**src/rtl/enigma_pkg.sv**
```systemverilog
// Shared constants for the three-rotor scrambler: letters, rotor/reflector wirings,
// notch positions, FSM encoding and small mod-26 helpers.
package enigma_pkg;

   typedef logic [4:0] ltr_t;

   localparam ltr_t A = 5'd0,  B = 5'd1,  C = 5'd2,  D = 5'd3,  E = 5'd4,  F = 5'd5;
   localparam ltr_t G = 5'd6,  H = 5'd7,  I = 5'd8,  J = 5'd9,  K = 5'd10, L = 5'd11;
   localparam ltr_t M = 5'd12, N = 5'd13, O = 5'd14, P = 5'd15, Q = 5'd16, R = 5'd17;
   localparam ltr_t S = 5'd18, T = 5'd19, U = 5'd20, V = 5'd21, W = 5'd22, X = 5'd23;
   localparam ltr_t Y = 5'd24, Z = 5'd25;

   localparam int ROTOR_I = 0, ROTOR_II = 1, ROTOR_III = 2;

   localparam ltr_t ROT_I_F   [26] = '{4,10,12,5,11,6,3,16,21,25,13,19,14,22,24,7,23,20,18,15,0,8,1,17,2,9};
   localparam ltr_t ROT_I_R   [26] = '{20,22,24,6,0,3,5,15,21,25,1,4,2,10,12,19,7,23,18,11,17,8,13,16,14,9};
   localparam ltr_t ROT_II_F  [26] = '{0,9,3,10,18,8,17,20,23,1,11,7,22,19,12,2,16,6,25,13,15,24,5,21,14,4};
   localparam ltr_t ROT_II_R  [26] = '{0,9,15,2,25,22,17,11,5,1,3,10,14,19,24,20,16,6,4,13,7,23,12,8,21,18};
   localparam ltr_t ROT_III_F [26] = '{1,3,5,7,9,11,2,15,17,19,23,21,25,13,24,4,8,22,6,0,10,12,14,20,18,16};
   localparam ltr_t ROT_III_R [26] = '{19,0,6,1,15,2,18,3,16,4,20,5,21,13,22,7,25,8,24,9,23,11,17,10,14,12};
   localparam ltr_t REFL_B    [26] = '{24,17,20,7,16,18,11,3,15,23,13,6,14,10,12,8,4,1,5,25,2,22,21,9,0,19};

   localparam ltr_t NOTCH_I = 5'd16, NOTCH_II = 5'd4, NOTCH_III = 5'd21;

   typedef enum logic [1:0] {ST_IDLE = 2'd0, ST_STEP = 2'd1, ST_ENC = 2'd2} state_e;

   function automatic ltr_t refl_b(input ltr_t x);
      return REFL_B[x];
   endfunction

   function automatic ltr_t mod26(input ltr_t v);
      return (v > 5'd25) ? 5'(v - 5'd26) : v;
   endfunction

   // (a - b) mod 26 for a,b in 0..25, kept non-negative by adding 26 first
   function automatic ltr_t sub_mod26(input ltr_t a, input ltr_t b);
      logic [5:0] t;
      t = {1'b0, a} + 6'd26 - {1'b0, b};
      return (t >= 6'd26) ? 5'(t - 6'd26) : t[4:0];
   endfunction

   function automatic ltr_t inc26(input ltr_t v);
      return (v == 5'd25) ? 5'd0 : 5'(v + 5'd1);
   endfunction

endpackage

```
**src/rtl/enigma_rotor_map.sv**
```systemverilog
// One rotor pass: y = (W[(x+off) mod 26] - off) mod 26, W or its inverse chosen by dir.
module enigma_rotor_map
   import enigma_pkg::*;
#(
   parameter int ROTOR = ROTOR_I
) (
   input  logic [4:0] x_i,
   input  logic [4:0] off_i,
   input  logic       dir_i,
   output logic [4:0] y_o
);

   logic [5:0] sum;
   logic [4:0] idx;
   logic [4:0] w;

   always_comb begin
      sum = {1'b0, x_i} + {1'b0, off_i};
      idx = (sum >= 6'd26) ? 5'(sum - 6'd26) : sum[4:0];
      w   = '0;
      case (ROTOR)
         ROTOR_I:   w = dir_i ? ROT_I_R[idx]   : ROT_I_F[idx];
         ROTOR_II:  w = dir_i ? ROT_II_R[idx]  : ROT_II_F[idx];
         default:   w = dir_i ? ROT_III_R[idx] : ROT_III_F[idx];
      endcase
      y_o = sub_mod26(w, off_i);
   end

endmodule

```
**src/rtl/enigma_rotor_bank.sv**
```systemverilog
// Three-rotor scrambler (I/II/III, reflector B): step on accept, then encode with
// the post-step positions; one letter per three cycles.
module enigma_rotor_bank
   import enigma_pkg::*;
#(
   parameter int RING_L = 0,
   parameter int RING_M = 0,
   parameter int RING_R = 0
) (
   input  logic       clk,
   input  logic       rst_n,
   input  logic [4:0] char_in,
   input  logic       char_valid,
   output logic       char_ready,
   input  logic       load_en,
   input  logic [4:0] pos_l_in,
   input  logic [4:0] pos_m_in,
   input  logic [4:0] pos_r_in,
   output logic [4:0] char_out,
   output logic       out_valid,
   output logic       bad_char,
   output logic [4:0] pos_l,
   output logic [4:0] pos_m,
   output logic [4:0] pos_r
);

   localparam logic [4:0] RL = 5'(RING_L);
   localparam logic [4:0] RM = 5'(RING_M);
   localparam logic [4:0] RR = 5'(RING_R);

   state_e     state_q;
   logic [4:0] pos_l_q, pos_m_q, pos_r_q;
   logic [4:0] pos_l_d, pos_m_d, pos_r_d;
   logic [4:0] char_q, char_out_q;
   logic       out_valid_q, bad_char_q;

   logic       bad;
   logic [4:0] off_l, off_m, off_r;
   logic [4:0] r_f, m_f, l_f, refl, l_r, m_r, r_r;

   assign bad        = (char_q > 5'd25);
   assign char_ready = (state_q == ST_IDLE) & ~load_en;

   // Middle rotor sees its own notch as well as the right one (double step)
   always_comb begin
      pos_r_d = inc26(pos_r_q);
      pos_m_d = pos_m_q;
      pos_l_d = pos_l_q;
      if (pos_r_q == NOTCH_III || pos_m_q == NOTCH_II) pos_m_d = inc26(pos_m_q);
      if (pos_m_q == NOTCH_II) pos_l_d = inc26(pos_l_q);
   end

   assign off_l = sub_mod26(pos_l_q, RL);
   assign off_m = sub_mod26(pos_m_q, RM);
   assign off_r = sub_mod26(pos_r_q, RR);

   enigma_rotor_map #(.ROTOR(ROTOR_III)) u_r_f (.x_i(char_q), .off_i(off_r), .dir_i(1'b0), .y_o(r_f));
   enigma_rotor_map #(.ROTOR(ROTOR_II))  u_m_f (.x_i(r_f),    .off_i(off_m), .dir_i(1'b0), .y_o(m_f));
   enigma_rotor_map #(.ROTOR(ROTOR_I))   u_l_f (.x_i(m_f),    .off_i(off_l), .dir_i(1'b0), .y_o(l_f));
   assign refl = refl_b(l_f);
   enigma_rotor_map #(.ROTOR(ROTOR_I))   u_l_r (.x_i(refl),   .off_i(off_l), .dir_i(1'b1), .y_o(l_r));
   enigma_rotor_map #(.ROTOR(ROTOR_II))  u_m_r (.x_i(l_r),    .off_i(off_m), .dir_i(1'b1), .y_o(m_r));
   enigma_rotor_map #(.ROTOR(ROTOR_III)) u_r_r (.x_i(m_r),    .off_i(off_r), .dir_i(1'b1), .y_o(r_r));

   always_ff @(posedge clk or negedge rst_n) begin
      if (!rst_n) begin
         state_q     <= ST_IDLE;
         pos_l_q     <= '0;
         pos_m_q     <= '0;
         pos_r_q     <= '0;
         char_q      <= '0;
         char_out_q  <= '0;
         out_valid_q <= 1'b0;
         bad_char_q  <= 1'b0;
      end else begin
         out_valid_q <= 1'b0;
         case (state_q)
            ST_IDLE: begin
               if (load_en) begin
                  pos_l_q <= mod26(pos_l_in);
                  pos_m_q <= mod26(pos_m_in);
                  pos_r_q <= mod26(pos_r_in);
               end else if (char_valid) begin
                  char_q  <= char_in;
                  state_q <= ST_STEP;
               end
            end
            ST_STEP: begin
               if (!bad) begin
                  pos_l_q <= pos_l_d;
                  pos_m_q <= pos_m_d;
                  pos_r_q <= pos_r_d;
               end
               state_q <= ST_ENC;
            end
            ST_ENC: begin
               char_out_q  <= bad ? char_q : r_r;
               bad_char_q  <= bad;
               out_valid_q <= 1'b1;
               state_q     <= ST_IDLE;
            end
            default: state_q <= ST_IDLE;
         endcase
      end
   end

   assign char_out  = char_out_q;
   assign out_valid = out_valid_q;
   assign bad_char  = bad_char_q;
   assign pos_l     = pos_l_q;
   assign pos_m     = pos_m_q;
   assign pos_r     = pos_r_q;

endmodule

```
**config.mk**
```make
export PLATFORM = sky130hd
export DESIGN_NAME = enigma_rotor_bank
export DESIGN_NICKNAME = d
export VERILOG_FILES = /design/src/rtl/enigma_pkg.sv /design/src/rtl/enigma_rotor_map.sv /design/src/rtl/enigma_rotor_bank.sv
export SDC_FILE = /design/constraint.sdc
export NUM_CORES = 1
export LEC_CHECK = 0
export ABC_AREA = 1
export BUFFER_PORTS_ARGS = -buffer_cell sky130_fd_sc_hd__buf_2
export CAP_MARGIN = 0
export CORE_ASPECT_RATIO = 1.25
export CORE_MARGIN = 2
export CORE_UTILIZATION = 60
export CTS_CLUSTER_DIAMETER = 30
export DETAILED_ROUTE_END_ITERATION = 12
export PLACE_DENSITY = 0.84
export SYNTH_ARGS = -nofsm -noshare
export SYNTH_HDL_FRONTEND = slang
export SYNTH_SLANG_ARGS = --single-unit
export TNS_END_PERCENT = 1
```
**constraint.sdc**
```tcl
create_clock -name clk -period 30.5 [get_ports clk]
set_clock_uncertainty 0.2 [all_clocks]
set_input_delay 7.625 -clock clk [delete_from_list [all_inputs] [get_ports clk]]
set_output_delay 7.625 -clock clk [all_outputs]
set_load 0.01 [all_outputs]
```
==> results of run 1 <==
## registers in the layout (all words and copies together), names as in the netlist
register and cells:
pos_l 5, bad_char 1, pos_m 5, char_q 5
state_q 2, out_valid 1, char_out 5, pos_r 5
## cells by family after synthesis
family                     Yosys count
and+or+nand+nor                    605
xor gates and xnor gates            59
DFF                                 29
muxes                                2
adders and majority gates          165
buffers and inverters              225
AOI/OAI and AO/OA                  152
## cell usage after synthesis (2+ instances only)
cell type  instances
nand2_1          358
inv_1            204
ha_1             153
nand3_1          124
a21oi_1           61
nor2_1            41
xor2_1            40
o21ai_0           35
dfrtp_1           29
nand2_2           24
nand3b_1          15
xnor2_1           15
inv_2             13
fa_1              12
o21ai_1           12
nand4_1           10
nand3_2            9
a22oi_1            8
nand2_4            7
nor3_1             7
o211ai_1           6
a21o_1             4
clkbuf_1           4
o21bai_1           4
a21oi_2            3
a31oi_2            3
o21ai_2            3
or2_2              3
a21boi_2           2
a31oi_1            2
mux2i_1            2
nand3_4            2
nor2_2             2
o22ai_1            2
xnor2_2            2
xor2_2             2
## layout make-up
| type | count | share of cell area [%] |
|---|---|---|
| multi-input combinational | 983 | 74.59 |
| inverter | 219 | 9.670 |
| sequential | 29 | 8.511 |
| timing repair buffer | 46 | 2.700 |
| tap | 171 | 2.509 |
| clock buffer | 7 | 1.673 |
| clock inverter | 1 | 0.3522 |
## critical path: cells and delay by family (launching register included)
kind                       cells  cell delay, ns
xor gates and xnor gates      15            3.81
and+or+nand+nor               75            7.98
buffers and inverters         18            1.38
adders and majority gates     31            9.57
AOI/OAI and AO/OA             16            2.39
DFF                            1            0.45
## through the flow
step,utilization [%],instance area (µm²),std cells,hold WS (ns)
3_5_place_dp,63.71,8354,1448,0.2614
6_report,65.02,8527,1456,0.2817
3_3_place_gp,63.71,8354,1448,0.2609
4_1_cts,65.02,8527,1456,0.2808
2_1_floorplan,-,7948,1237,0.2750
5_1_grt,65.02,8527,1456,0.3085
## metal layers
metal	vias up	routed length, µm	share of wire (%)	GRT usage, %
li1	4093	-	-	-
met4	0	512	3.0	7.720
met2	142	9169	54	49.43
met3	45	451	2.6	2.315
met1	3517	6991	41	26.82
met5	-	0	0	0
## how the worst min path moves through the flow
stage	cells past startpoint	slack, ns	to	start
finish	2	0.28	bad_char	bad_char
global route	2	0.31	char_out[0]	char_out[0]
detailed placement	2	0.26	bad_char	bad_char
CTS	2	0.28	bad_char	bad_char
global placement	2	0.26	bad_char	bad_char
floorplan	1	0.28	out_valid	state_q[0]
==> results by group, run 1 <==
Outcome
  • Status: complete, no violations

Synthesis
  • Synth Area in XOR/XNOR: 6.880%
  • Mapped Nets: 1426
  • Synth Area in Adders: between 20 and 30%
  • Yosys reg bits: 29
  • Top-area cell type share of the netlist area: 24.09%
  • Syn Std Cell Area: 7948 µm²
  • Synth Area in Compound Gates: 11.34%
  • Post-Synth Simple-Gate Area: 34.45%
  • Syn. warnings: 0
  • Syn Area/Cell: 6.425 µm²
  • Syn Inst Count: 1237
  • Synth area leader: ha_1
  • Largest family of logic cells by synthesized area: simple AND/OR/NAND/NOR gates
  • Post-synth ARST share: 100.0%
  • Ys flop type: dfrtp_1
  • Synth cell types: 50
  • Mux contribution to synthesized area: less than 1%
  • Register area share after synthesis: a little under a tenth
  • Ranking of synthesized cells by area: ha_1 24%, nand2_1 17%, inv_1 9.6%
  • Number of synthesized flops with an enable pin: 0

Finish
  • Sequential cell area: 725.7 µm²
  • Most frequent cells in the layout: 358 x nand2_1, 204 x inv_1, 153 x ha_1
  • Commonest non-fill, non-tap cell in the layout: nand2_1
  • N_diodes: 0
  • FILL cells: 1212
  • Nets: 1473
  • Area Growth Syn to Fin: 7.289%
  • Multi-input gate area: ~6400 µm²
  • Ratio of cells with drive above 1 in the final layout: 10.19%

Run
  • Max cap viols: 0

Worst setup path
  • Crit Path Category: reg2reg
  • Top cell by count, worst path: nand2_1
  • CP peak stage delay: 0.46 ns
  • Worst R2R End: char_out[3]
  • Setup crit end kind: register
  • Crit-path max FO: 7
  • CP max-delay cell: fa_1
  • Worst Reg-to-Reg Cells: 155
  • Setup crit end: char_out[3]
  • Worst Path Required: 30.46 ns
  • Worst EP arrival: roughly 26 ns
  • CP startpoint kind: register
  • Setup crit start: pos_r[1]
  • R2r startpoint: pos_r[1]
  • Reg2Reg Setup Slack: 4.56 ns

CTS
  • Resize count post-CTS: 0
  • H-tree depth: 2
  • CTS tree: yes
  • Hold Buf Count CTS: 0
  • Clk root buf: clkbuf_16
  • Clock-pin slew of the registers on the worst-case setup and hold paths: roughly 0.050 ns
  • # clock sinks: 29
  • TritonCTS Buffers: 5
  • Worst-skew pair later-pin latency: 0.28 ns
  • Clock Path Buffers: 2
  • Post-CTS Setup Inserts: 0

Timing
  • Fin crit period: roughly 26 ns
  • RSZ-0062 raised after global routing: no
  • Final hold viol count: 0
  • Max-slew headroom: 55.68%
  • Max Slew Vio Count: 0
  • Final setup TNS: 0 ns
  • Period utilization: between 80% and 90%
  • Tightest Pin Transition: 0.6647 ns
  • Final WS setup: 4.558 ns
  • Final setup fails: 0
  • FMAX: roughly 39 MHz

Placed design
  • Pre-CTS setup slack: between 4 and 5 ns
  • Post-DP HPWL: 14070 µm
  • Port Buffers: 46
  • Routability cong.: 0.9530

Global route
  • Number of global-route vias before repair: approximately 7400
  • Largest net degree at the start of global routing: 30
  • GR Overflow Total: 0
  • GRT Overall Usage: approximately 25%
  • Antenna violations before repair: 0
  • First-pass GRT wire length: a little over 30000 µm

Route
  • Initial DRC Count: 407
  • Antenna Nets Post-Route: 0
  • Via-to-Cell Ratio: roughly 5.4
  • Vias: approximately 7800
  • WL per Instance: roughly 12 µm
  • DR DRC count: 0
  • Final wirelength: 17120 µm
  • First drt pass iteration count: 5

Die
  • Die W: 106.9 µm
  • Core area: 13110 µm²
  • Initial core utilization: 60.60%
  • DIE HEIGHT: 132.7 µm
  • I/O pin cnt: 47
  • Num rows: 47
  • Die area: approximately 14000 µm²

Min path
  • Hold Path Class: reg2reg
Power of run 1 is left out: the tool's default activity adds up to more than one toggle a clock period on the data nets, which glitch-free logic cannot reach.
==> run 2: changes to the inputs <==
--- a/config.mk
+++ b/config.mk
@@ -12,7 +12,9 @@
 export CORE_MARGIN = 2
 export CORE_UTILIZATION = 60
 export CTS_CLUSTER_DIAMETER = 30
+export CTS_CLUSTER_SIZE = 16
 export DETAILED_ROUTE_END_ITERATION = 12
+export MAX_ROUTING_LAYER = met4
 export PLACE_DENSITY = 0.84
 export SYNTH_ARGS = -nofsm -noshare
 export SYNTH_HDL_FRONTEND = slang
==> run 2 against run 1 <==
Via count shrank 0.13%. Critical path depth fell by 1. Sequential cell count did not move. Sequential share of layout area hardly changed. Utilization shrank 0.11 points. Cell count unchanged. Clock-buffer cell count did not move.
==> results by group, run 2 (synthesis results as in run 1) <==
Outcome
  • Status: complete, no violations

CTS
  • Worst-skew pair later-pin latency: 0.28 ns (about the same)
  • Clock-pin slew of the registers on the worst-case setup and hold paths: 0.05 ns (about the same)
  • Clk root buf: clkbuf_16
  • Resize count post-CTS: 0 (unchanged)
  • CTS tree: yes
  • Post-CTS Setup Inserts: 0 (unchanged)
  • H-tree depth: 2 (unchanged)
  • TritonCTS Buffers: 5 (unchanged)
  • Clock Path Buffers: 2 (unchanged)
  • Hold Buf Count CTS: 0 (unchanged)
  • # clock sinks: 29 (unchanged)

Worst setup path
  • Worst Path Required: 30.52 ns (+0.06 ns)
  • CP startpoint kind: register
  • CP bufs+invs: 21 (+3)
  • Setup crit end kind: register
  • Crit-path max FO: 9 (+2)
  • CP max-delay cell: dfrtp_1
  • Crit Path Category: reg2reg
  • CP peak stage delay: 0.65 ns (+0.19 ns)
  • Worst EP arrival: 25.90 ns (about the same)
  • CP delay by family, top: adder cells
  • Top cell by count, worst path: nand2_1

Timing
  • Final hold viol count: 0 (unchanged)
  • Final WS setup: 4.615 ns (+0.05679 ns)
  • Period utilization: 84.87% (-0.19 points)
  • Final setup TNS: 0 ns (unchanged)
  • FMAX: 38.63 MHz (+0.22%)
  • Max-slew headroom: 55.88% (+0.20 points)
  • RSZ-0062 raised after global routing: no
  • Tightest Pin Transition: 0.6618 ns (-0.002984 ns)
  • Final setup fails: 0 (unchanged)
  • Fin crit period: 25.88 ns (-0.05679 ns)
  • Max Slew Vio Count: 0 (unchanged)

Route
  • Via-to-Cell Ratio: 5.348 (-0.13%)
  • Vias: 7787 (-0.13%)
  • Initial DRC Count: 377 (-7.4%)
  • First drt pass iteration count: 5 (unchanged)
  • WL per Instance: 11.56 µm (-1.7%)
  • Antenna Nets Post-Route: 0 (unchanged)
  • DR DRC count: 0 (unchanged)
  • Final wirelength: 16830 µm (-1.7%)

Global route
  • GR Overflow Total: 0 (unchanged)
  • Largest net degree at the start of global routing: 30 (unchanged)
  • Number of global-route vias before repair: 7398 (-0.095%)
  • GRT Overall Usage: 25.24% (+0.44 points)
  • Antenna violations before repair: 0 (unchanged)
  • First-pass GRT wire length: 30150 µm (-0.61%)

Die
  • Die W: 106.9 µm (unchanged)
  • Die area: 14190 µm² (unchanged)
  • Initial core utilization: 60.60% (unchanged)
  • DIE HEIGHT: 132.7 µm (unchanged)
  • I/O pin cnt: 47 (unchanged)
  • Num rows: 47 (unchanged)
  • Core area: 13110 µm² (unchanged)

Run
  • Max cap viols: 0 (unchanged)

Finish
  • Nets: 1473 (unchanged)
  • Area Growth Syn to Fin: 7.100%
  • Design Area, Final: 8512 µm² (-0.18%)
  • FILL cells: 1197 (-1.2%)
  • Multi-input gate area: 6360 µm² (unchanged)
  • Ratio of cells with drive above 1 in the final layout: 10.27% (+0.078 points)
  • Sequential cell area: 725.7 µm² (unchanged)
  • N_diodes: 0 (unchanged)
  • Commonest non-fill, non-tap cell in the layout: nand2_1
  • Most frequent cells in the layout: 358 x nand2_1, 204 x inv_1, 153 x ha_1

Placed design
  • Post-DP HPWL: 13940 µm (-0.92%)
  • Routability cong.: 0.9800 (+2.8%)
  • Port Buffers: 46 (unchanged)
  • Pre-CTS setup slack: 4.864 ns (-0.04799 ns)
  • Placed cell area: 8354 µm² (unchanged)

Min path
  • Hold Path Class: reg2reg
[run 2: cell types whose count changed in the layout (fill, tap and decap cells not counted)]
cell / previous run / this run
clkbuf_8: 1 / 2
clkinv_2: 0 / 1
bufinv_16: 1 / 0
clkbuf_1: 1 / 0
[run 2: worst min-delay path: cells and delay by family, from the launching register on]
| family | cells | cell delay [ns] |
|---|---|---|
| flip-flops | 1 | 0.34 |
| AND/OR/NAND/NOR | 2 | 0.12 |
[run 2: cell type report]
type / instances / area share (%)
Tap cell: 171 / 2.514
Clock inverter: 1 / 0.05880
Clock buffer: 7 / 1.793
Sequential cell: 29 / 8.526
Timing Repair Buffer: 46 / 2.705
Multi-Input combinational cell: 983 / 74.72
Inverter: 219 / 9.687
[run 2: stage by stage]
step | hold WS, ns | utilization [%] | std cells
after detailed placement | 0.2784 | 63.71 | 1448
after global placement | 0.2620 | 63.71 | 1448
after floorplan | 0.2750 | - | 1237
final | 0.2945 | 64.91 | 1456
after CTS | 0.2951 | 64.91 | 1456
after global routing | 0.3207 | 64.91 | 1456
[run 2: final timing paths]
check / startpoint / endpoint / slack (ns) / cells after the start
hold / removal: char_out[2] / char_out[2] / 0.29 / 2
setup reg to reg: pos_r[0] / char_out[4] / 4.62 / 154
hold reg to reg: char_out[2] / char_out[2] / 0.29 / 2
min in group asynchronous: rst_n / char_q[1] / 7.18 / 1
max in group asynchronous: rst_n / pos_r[3] / 22.49 / 1
setup / recovery: pos_r[0] / char_out[4] / 4.62 / 154
[run 2: routing by layer]
metal	vias up	wire length, µm	share of wire [%]	GRT usage, %
met5	-	0	0	-
met3	45	445	2.6	2.463
met4	0	488	2.9	8.081
met2	141	8855	53	47.95
li1	4088	-	-	-
met1	3513	7037	42	27.02
Power of run 2 is left out for the same reason.
==> run 3: changes to the inputs <==
==> constraint.sdc (replaced) <==
create_clock -name clk -period 24.6 [get_ports clk]
set_clock_uncertainty 0.2 [all_clocks]
set_input_delay 6.15 -clock clk [delete_from_list [all_inputs] [get_ports clk]]
set_output_delay 6.15 -clock clk [all_outputs]
set_load 0.01 [all_outputs]
==> run 3 against run 2 <==
Via count up 12%. Critical path depth rose by 14. Worst setup slack got worse by 4.1 ns. Routed wire length is 31% higher. Cell count rose by 7.0%. Highest routed layer unchanged.
==> results by group, run 3 (synthesis results as in run 1) <==
Route
  • Final wirelength: 22120 µm (+31%)
  • First drt pass iteration count: 6 (+1)
  • Initial DRC Count: 605 (+60%)
  • DR DRC count: 0 (unchanged)
  • Vias: 8756 (+12%)
  • Antenna Nets Post-Route: 0 (unchanged)
  • Via-to-Cell Ratio: 5.620 (+5.1%)
  • WL per Instance: 14.20 µm (+23%)

Die
  • DIE HEIGHT: 132.7 µm (unchanged)
  • Die area: 14190 µm² (unchanged)
  • Num rows: 47 (unchanged)
  • Die W: 106.9 µm (unchanged)
  • Core area: 13110 µm² (unchanged)
  • Initial core utilization: 60.60% (unchanged)
  • I/O pin cnt: 47 (unchanged)

Finish
  • Area Growth Syn to Fin: 27.41%
  • Nets: 1576 (+7.0%)
  • Design Area, Final: 10130 µm² (+19%)
  • FILL cells: 867 (-28%)
  • Most frequent cells in the layout: 319 x nand2_1, 194 x inv_1, 124 x ha_1
  • Commonest non-fill, non-tap cell in the layout: nand2_1
  • Ratio of cells with drive above 1 in the final layout: 27.11% (+17 points)
  • N_diodes: 0 (unchanged)

Placed design
  • Routability cong.: 0.9503 (-3.0%)
  • Placed cell area: 8842 µm² (+5.8%)
  • Post-DP HPWL: 14680 µm (+5.3%)
  • Pre-CTS setup slack: 0.05285 ns (-4.811 ns)
  • Port Buffers: 46 (unchanged)

Global route
  • GRT Overall Usage: 26.78% (+1.5 points)
  • GR Overflow Total: 0 (unchanged)
  • First-pass GRT wire length: 32010 µm (+6.2%)
  • Largest net degree at the start of global routing: 30 (unchanged)
  • Number of global-route vias before repair: 8070 (+9.1%)
  • Antenna violations before repair: 0 (unchanged)

Worst setup path
  • Worst Path Required: 24.57 ns (-5.95 ns)
  • Crit-path max FO: 8 (-1)
  • Reg2Reg Setup Slack: 0.49 ns (-4.12 ns)
  • CP startpoint kind: register
  • CP max-delay cell: fa_2
  • Crit Path Category: reg2reg
  • Top cell by count, worst path: nand2_1
  • Worst Reg-to-Reg Cells: 168 (+9.1%)
  • Setup crit end kind: register
  • Worst EP arrival: 24.07 ns (-1.83 ns)
  • CP peak stage delay: 0.56 ns (-0.09 ns)

Timing
  • Final setup fails: 0 (unchanged)
  • Period utilization: 98.00% (+13 points)
  • Final hold viol count: 0 (unchanged)
  • Final setup TNS: 0 ns (unchanged)
  • WHS: 0.2875 ns (-0.007028 ns)
  • Fin crit period: 24.11 ns (-1.777 ns)
  • Max Slew Vio Count: 0 (unchanged)
  • Final WS setup: 0.4924 ns (-4.123 ns)
  • FMAX: 41.48 MHz (+7.4%)
  • Tightest Pin Transition: 0.7060 ns (+0.04424 ns)
  • Max-slew headroom: 52.93% (-2.9 points)

CTS
  • CTS tree: yes
  • Worst-skew pair later-pin latency: 0.28 ns (about the same)
  • TritonCTS Buffers: 5 (unchanged)
  • H-tree depth: 2 (unchanged)
  • Clk root buf: clkbuf_16
  • # clock sinks: 29 (unchanged)
  • Clock Path Buffers: 2 (unchanged)
  • Clock-pin slew of the registers on the worst-case setup and hold paths: 0.05 ns (about the same)

Min path
  • Hold Path Class: reg2reg
  • Hold Path Cell Cnt: 2 (unchanged)

Run
  • Max cap viols: 0 (unchanged)

Outcome
  • Status: complete, no violations
[run 3: cell count changes in the layout (fill, tap and decap cells not counted), sizes merged]
| cell | change |
|---|---|
| buf | +103 |
| clkbuf | -2 |
| bufinv | +1 |
[run 3: worst paths after layout]
check / startpoint / to
min: bad_char / bad_char
min reg2reg: bad_char / bad_char
max reg2reg: pos_r[2] / char_out[4]
max in group asynchronous: rst_n / pos_r[2]
max: pos_r[2] / char_out[4]
min in group asynchronous: rst_n / char_out[1]
[run 3: timing repair]
action	4_1_cts	5_1_grt
pin swaps	1	80
endpoints found under the setup margin	3	5
hold buffers	0	0
gates resized for setup	7	181
buffers inserted	0	38
[run 3: metrics by stage]
step                      util, %  std cells
after floorplan                 -       1237
after global routing        77.22       1558
after global placement      67.43       1513
after detailed placement    67.43       1513
final                       77.22       1558
after CTS                   69.02       1520
[run 3: worst max-delay path: cells and delay by family, from the launching register on]
kind / cells / cell delay, ns
AND/OR/NAND/NOR: 80 / 7.33
buffers and inverters: 32 / 2.90
flip-flops: 1 / 0.48
multiplexers: 1 / 0.14
XOR/XNOR: 14 / 2.72
adder cells (fa/ha/maj): 29 / 8.27
AO/OA/AOI/OAI: 12 / 1.87
[run 3: layout make-up]
| cell class | count | area, µm² | share of cell area (%) |
|---|---|---|---|
| multi-input cells | 983 | 7184 | 70.95 |
| repair buffers | 149 | 1007 | 9.947 |
| inverters | 219 | 832.0 | 8.217 |
| flip-flops and latches | 29 | 728.2 | 7.191 |
| well taps | 171 | 214.0 | 2.113 |
| clock buffers | 5 | 125.1 | 1.236 |
| clock inverters | 2 | 35.03 | 0.3460 |
[run 3: layer usage]
layer | vias to the layer above | track usage [%] | wire length (µm)
li1 | 4295 | - | -
met2 | 336 | 53.33 | 11900
met3 | 111 | 2.315 | 982
met4 | 0 | 8.730 | 1152
met5 | - | - | 0
met1 | 4014 | 26.68 | 8091
Power of run 3 is left out for the same reason.
